==> config.mk <==
export PLATFORM = sky130hd
export DESIGN_NAME = seg_code_to_num
export DESIGN_NICKNAME = d
export VERILOG_FILES = /design/src/rtl/seg_code_to_num_pkg.sv /design/src/rtl/seg_digit_lookup.sv /design/src/rtl/seg_code_to_num.sv
export SDC_FILE = /design/constraint.sdc
export NUM_CORES = 1
export LEC_CHECK = 0
export ABC_AREA = 0
export CAP_MARGIN = 20
export CORE_UTILIZATION = 35
export DETAILED_ROUTE_END_ITERATION = 8
export HOLD_SLACK_MARGIN = 0.08
export PLACE_DENSITY = 0.68
export SLEW_MARGIN = 20
export SYNTH_ARGS = -nofsm -noshare
export SYNTH_HDL_FRONTEND = slang
export SYNTH_SLANG_ARGS = --single-unit
==> constraint.sdc <==
create_clock -name clk -period 4.7 [get_ports clk]
set_input_delay 0.705 -clock clk [delete_from_list [all_inputs] [get_ports clk]]
set_output_delay 0.705 -clock clk [all_outputs]
set_load 0.01 [all_outputs]
==> src/rtl/seg_code_to_num_pkg.sv <==
// Shared definitions for the seven-segment loopback decoder and the matching
// number-to-segment encoder: segment patterns, frame size and FSM state type.
package seg_code_to_num_pkg;

  // Digits per frame (hundreds, tens, ones)
  localparam int DIGITS = 3;

  // Digit counter width and the index of the last digit in a frame
  localparam int CNT_W = 2;
  localparam logic [CNT_W-1:0] LAST_DIGIT = CNT_W'(DIGITS - 1);

  // Segment bit layout: bit7=a ... bit1=g, bit0=dp
  localparam int SEG_DP_BIT = 0;

  // Segment patterns with dp cleared
  localparam logic [7:0] SEG_0     = 8'hfc;
  localparam logic [7:0] SEG_1     = 8'h60;
  localparam logic [7:0] SEG_2     = 8'hda;
  localparam logic [7:0] SEG_3     = 8'hf2;
  localparam logic [7:0] SEG_4     = 8'h66;
  localparam logic [7:0] SEG_5     = 8'hb6;
  localparam logic [7:0] SEG_6     = 8'hbe;
  localparam logic [7:0] SEG_7     = 8'he0;
  localparam logic [7:0] SEG_8     = 8'hfe;
  localparam logic [7:0] SEG_9     = 8'hf6;
  localparam logic [7:0] SEG_BLANK = 8'h00;

  // Decoder FSM: gathering digits, or holding a finished frame
  typedef enum logic {
    COLLECT = 1'b0,
    DONE    = 1'b1
  } state_t;

endpackage

==> src/rtl/seg_digit_lookup.sv <==
// Combinational reverse lookup from a seven-segment code to a decimal digit.
// The dp bit never takes part in the match.
module seg_digit_lookup
  import seg_code_to_num_pkg::*;
(
  input  logic [7:0] code,
  output logic       is_blank,
  output logic       is_valid,
  output logic [3:0] digit
);

  // dp is deliberately ignored; keep it visibly unused
  logic unused_dp;
  assign unused_dp = code[SEG_DP_BIT];

  // Match segments a..g against the digit table; anything unknown is invalid
  always_comb begin
    is_blank = 1'b0;
    is_valid = 1'b1;
    digit    = 4'd0;
    case (code[7:1])
      SEG_0[7:1]:     digit = 4'd0;
      SEG_1[7:1]:     digit = 4'd1;
      SEG_2[7:1]:     digit = 4'd2;
      SEG_3[7:1]:     digit = 4'd3;
      SEG_4[7:1]:     digit = 4'd4;
      SEG_5[7:1]:     digit = 4'd5;
      SEG_6[7:1]:     digit = 4'd6;
      SEG_7[7:1]:     digit = 4'd7;
      SEG_8[7:1]:     digit = 4'd8;
      SEG_9[7:1]:     digit = 4'd9;
      SEG_BLANK[7:1]: begin
        is_blank = 1'b1;
        is_valid = 1'b0;
      end
      default:        is_valid = 1'b0;
    endcase
  end

endmodule

==> src/rtl/seg_code_to_num.sv <==
// Loopback decoder: collects three seven-segment codes (MSD first) and
// rebuilds the displayed number as BCD and binary, flagging bad frames.
module seg_code_to_num
  import seg_code_to_num_pkg::*;
(
  input  logic        clk,
  input  logic        rst,
  input  logic        clr,
  input  logic [7:0]  seg_code,
  input  logic        seg_valid,
  output logic        seg_ready,
  output logic [11:0] bcd,
  output logic [9:0]  bin,
  output logic        err,
  output logic        out_valid,
  input  logic        out_ready
);

  state_t           state;
  state_t           state_next;
  logic [CNT_W-1:0] cnt;
  logic [9:0]       acc;
  logic [9:0]       acc_next;
  logic             seen;
  logic             is_blank;
  logic             is_valid;
  logic [3:0]       digit;
  logic [3:0]       d;
  logic             code_err;
  logic             accept;
  logic             last_digit;
  logic             frame_taken;

  seg_digit_lookup u_lookup (
    .code     (seg_code),
    .is_blank (is_blank),
    .is_valid (is_valid),
    .digit    (digit)
  );

  // Blanks and unknown codes contribute a zero digit; only leading blanks are clean
  assign d           = is_valid ? digit : 4'd0;
  assign code_err    = !is_valid && !(is_blank && !seen);
  assign acc_next    = (acc << 3) + (acc << 1) + {6'd0, d};
  assign accept      = seg_valid && seg_ready;
  assign last_digit  = (cnt == LAST_DIGIT);
  assign frame_taken = out_valid && out_ready;

  // State register
  always_ff @(posedge clk or negedge rst) begin
    if (!rst) begin
      state <= COLLECT;
    end else begin
      state <= state_next;
    end
  end

  // Next state: third accept finishes the frame, out handshake or clr restarts
  always_comb begin
    state_next = state;
    if (clr) begin
      state_next = COLLECT;
    end else begin
      case (state)
        COLLECT: if (accept && last_digit) state_next = DONE;
        DONE:    if (frame_taken)          state_next = COLLECT;
        default: state_next = COLLECT;
      endcase
    end
  end

  // Handshake outputs follow the state directly
  always_comb begin
    seg_ready = (state == COLLECT);
    out_valid = (state == DONE);
  end

  // Digit counter, accumulator, BCD shift register and per-frame flags
  always_ff @(posedge clk or negedge rst) begin
    if (!rst) begin
      cnt  <= '0;
      acc  <= '0;
      bcd  <= '0;
      bin  <= '0;
      err  <= 1'b0;
      seen <= 1'b0;
    end else if (clr) begin
      cnt  <= '0;
      acc  <= '0;
      bcd  <= '0;
      bin  <= '0;
      err  <= 1'b0;
      seen <= 1'b0;
    end else if (state == COLLECT && accept) begin
      bcd  <= {bcd[7:0], d};
      acc  <= acc_next;
      err  <= err | code_err;
      seen <= seen | !is_blank;
      if (last_digit) begin
        cnt <= '0;
        bin <= acc_next;
      end else begin
        cnt <= cnt + 1'b1;
      end
    end else if (state == DONE && frame_taken) begin
      acc  <= '0;
      bcd  <= '0;
      err  <= 1'b0;
      seen <= 1'b0;
    end
  end

endmodule

==> reports/qor.csv <==
stage,metric,value,unit
run_status,status,"finished, final reports clean",
pwr,ir_worst_vdd,118,uV
routing,routed_via_density,5.31,
timing,period_share,77.3,%
min_path,hp-class,reg2reg,
cts,cts_made_buffers,5,
critical_path,endpoint_kind,register,
global_route,grt_max_degree,36,
cts,cts_tree,built,
cts,cts_max_path_buffers,2,
routing,dr.pass1.iters,4,
timing,tns,0,ns
pwr,power_density,246,mW/mm2
routing,vias,1551,
critical_path,cp.arrival,3.81,ns
placement,dp_hpwl,2.98,mm
routing,drt-met1-wl,2.03,mm
die,rows,27,
critical_path,worstPathRequired,4.88,ns
synthesis,avgSynthCellArea,10.8,um2
die,fp.dieH,77.9,um
critical_path,r2r_end,acc[8],
synthesis,synth-seq-cells,35,
job,cap_violations,0,
global_route,grt_pass1_vias,1527,
die,start_util,36.4,%
cells_and_area,final_util,44.9,%
timing,finalWorstSetupSlack,1.07,ns
critical_path,start_kind,input port,
synthesis,post_synth_num_cell_types,48,
cts,hold_buffers,0,
routing,wl_met2,1.88,mm
global_route,grt_pass1_wl,7.22,mm
synthesis,synth.net_count,216,
min_path,whs_endpoint,acc[7],
routing,routedWlPerCell,14.2,um
cts,post_cts_buffers,0,
timing,fin_skew,0.00740,ns
cts,cts_max_level,2,
cts,clock-root-buffer,clkbuf_8,
synthesis,yosys_warnings,0,
critical_path,path_class,in2reg,
routing,drt_wl_total,4.14,mm
timing,rsz0062_at_grt,no,
cts,clk_pin_slew,0.07,ns
timing,post-route-min-period,3.63,ns
synthesis,synth_top_flop_cell,dfrtp_1,
critical_path,r2r-start,bcd[0],
placement,place.port_buffers,36,
critical_path,ff2ff_setup_slack,2.21,ns
die,core,0.00554,mm2
routing,wl_met3,188,um
cts,insertion_delay,0.28,ns
timing,final_max_slew_viol_count,0,
synthesis,synth_area,0.00202,mm2
min_path,hold_depth,1,
cells_and_area,nNetsFinal,248,
synthesis,ys_seq_area_share,43.5,%
synthesis,post_synth_main_area_contributors,"dfrtp_1 (43%), ha_1 (8.7%), a22o_1 (7.4%)",
die,io_pins,38,
global_route,grt.overflow.total,0,
cts,cts-resized-gates,0,
cells_and_area,syn2layout_area_growth,23.3,%
die,die_x,77.9,um
timing,setup_viol,0,
cells_and_area,nFillCells,534,
cts,cts_sinks,35,
global_route,grt_antenna_before_repair,0,
pwr,cellLeakagePower,1.14,nW
placement,routabilityCongestion,0.842,
synthesis,synthCells,187,
placement,pre_cts_ws,0.767,ns
cells_and_area,drive_above_1_share,9.09,%
cells_and_area,diodes,0,
min_path,min_from,acc[7],
timing,hold_violations,0,
timing,relSlewSlack,45.5,%
synthesis,async_flop_share,100,%
global_route,grt_use_total,15.2,%
synthesis,synth_edf_count,0,
critical_path,worst-r2r-cell-count,6,
timing,clock.fmax,275,MHz
routing,drt_iter0_drc,46,
routing,top_layer_used,met4,
synthesis,yosysTopAreaCellShare,43.5,%
synthesis,yosysTopAreaCell,dfrtp_1,
die,dieArea,0.00607,mm2
routing,drc,0,
critical_path,path_max_fanout,9,
routing,ant_nets,0,
timing,worstMarginPinSlew,0.818,ns
==> metal layers <==
metal  vias up  GRT usage [%]
li1        765              -
met5         -              0
met4         0           5.00
met3         7           3.88
met1       745           20.5
met2        34           23.9
==> worst max-delay path by stage <==
stage / startpoint / end / slack, ns
4_1_cts: seg_code[1] / acc[8] / 1.07
3_5_place_dp: seg_code[1] / acc[8] / 0.77
2_1_floorplan: seg_code[3] / bin[8] / 1.62
3_3_place_gp: seg_code[1] / bin[8] / 0.80
5_1_grt: seg_code[1] / acc[8] / 0.89
6_report: seg_code[1] / acc[8] / 1.07
==> cell families after synthesis <==
| logic type | Yosys count | share of synthesized area, % |
|---|---|---|
| muxes | 1 | 0.497 |
| AOI/OAI and AO/OA | 57 | 20.9 |
| xor gates and xnor gates | 4 | 2.48 |
| adders and majority gates | 16 | 10.7 |
| DFF | 35 | 43.5 |
| and+or+nand+nor | 59 | 17.1 |
| buffers and inverters | 15 | 4.90 |
==> stage by stage <==
step	instances	instance area, um2	power, mW	hold slack [ns]
finish	292	2490	0.611	0.499
global route	292	2490	0.641	0.516
detailed placement	284	2390	0.378	0.485
global placement	284	2390	0.377	0.479
floorplan	187	2020	0.353	0.409
CTS	292	2490	0.619	0.502
==> cells in the final DEF (no fill, tap or decap), types with 2 or more instances in the layout <==
cell type,n
nor3_1,5
clkdlybuf4s50_1,36
or2_2,2
o21ai_0,5
inv_1,3
a21o_1,4
nand3b_1,3
nand2b_1,4
nor4b_1,2
nand3_1,4
a31oi_1,2
or4b_1,2
nand2_1,17
ha_1,14
a22o_1,17
dfrtp_1,35
or3_1,2
a21oi_1,14
nor2_1,9
clkbuf_8,7
xor2_1,2
a32o_1,6
fa_1,2
==> power breakdown <==
| group | switching [mW] | total [mW] | leakage (nW) | internal, mW |
|---|---|---|---|---|
| Sequential | 0.00445 | 0.310 | 0.484 | 0.306 |
| Clock | 0.105 | 0.239 | 0.0515 | 0.134 |
| Combinational | 0.0360 | 0.0616 | 0.608 | 0.0256 |
==> critical path, stage by stage <==
cell and delay, ns:
clkdlybuf4s50_1 0.63, nand2b_1 0.15, o22ai_1 0.09, a31oi_1 0.33, inv_1 0.09, ha_1 0.28, ha_1 0.23, fa_1 0.43
a211oi_1 0.26, o21ai_0 0.17, a21o_1 0.20, a32o_1 0.26
==> state kept, by name (all words and copies together) (netlist names) <==
register / flops
cnt: 2
seen: 1
err: 1
bin: 10
bcd: 12
acc: 8
out_valid: 1
==> cell type report <==
class,count,area [um2],area share (%)
multi-input cells,137,1040,41.9
flip-flops and latches,35,876,35.2
repair buffers,37,368,14.8
clock buffers,8,100,4.03
well taps,72,90.1,3.62
inverters,3,11.3,0.453
==> synth_stat cells, types with 2 or more instances <==
master    instances
clkbuf_2          2
inv_1             3
or3_1             2
nand2b_1          4
buf_4             3
nand3_1           4
a31oi_1           2
or4b_1            2
nand3b_1          3
nand2_1          17
nor2_1            9
fa_1              2
a21oi_1          14
a21o_1            4
xor2_1            2
nor4b_1           2
o21ai_0           5
ha_1             14
a32o_1            6
or2_2             2
dfrtp_1          35
a22o_1           17
buf_2             4
nor3_1            5
(Power assumes the default switching activity.)
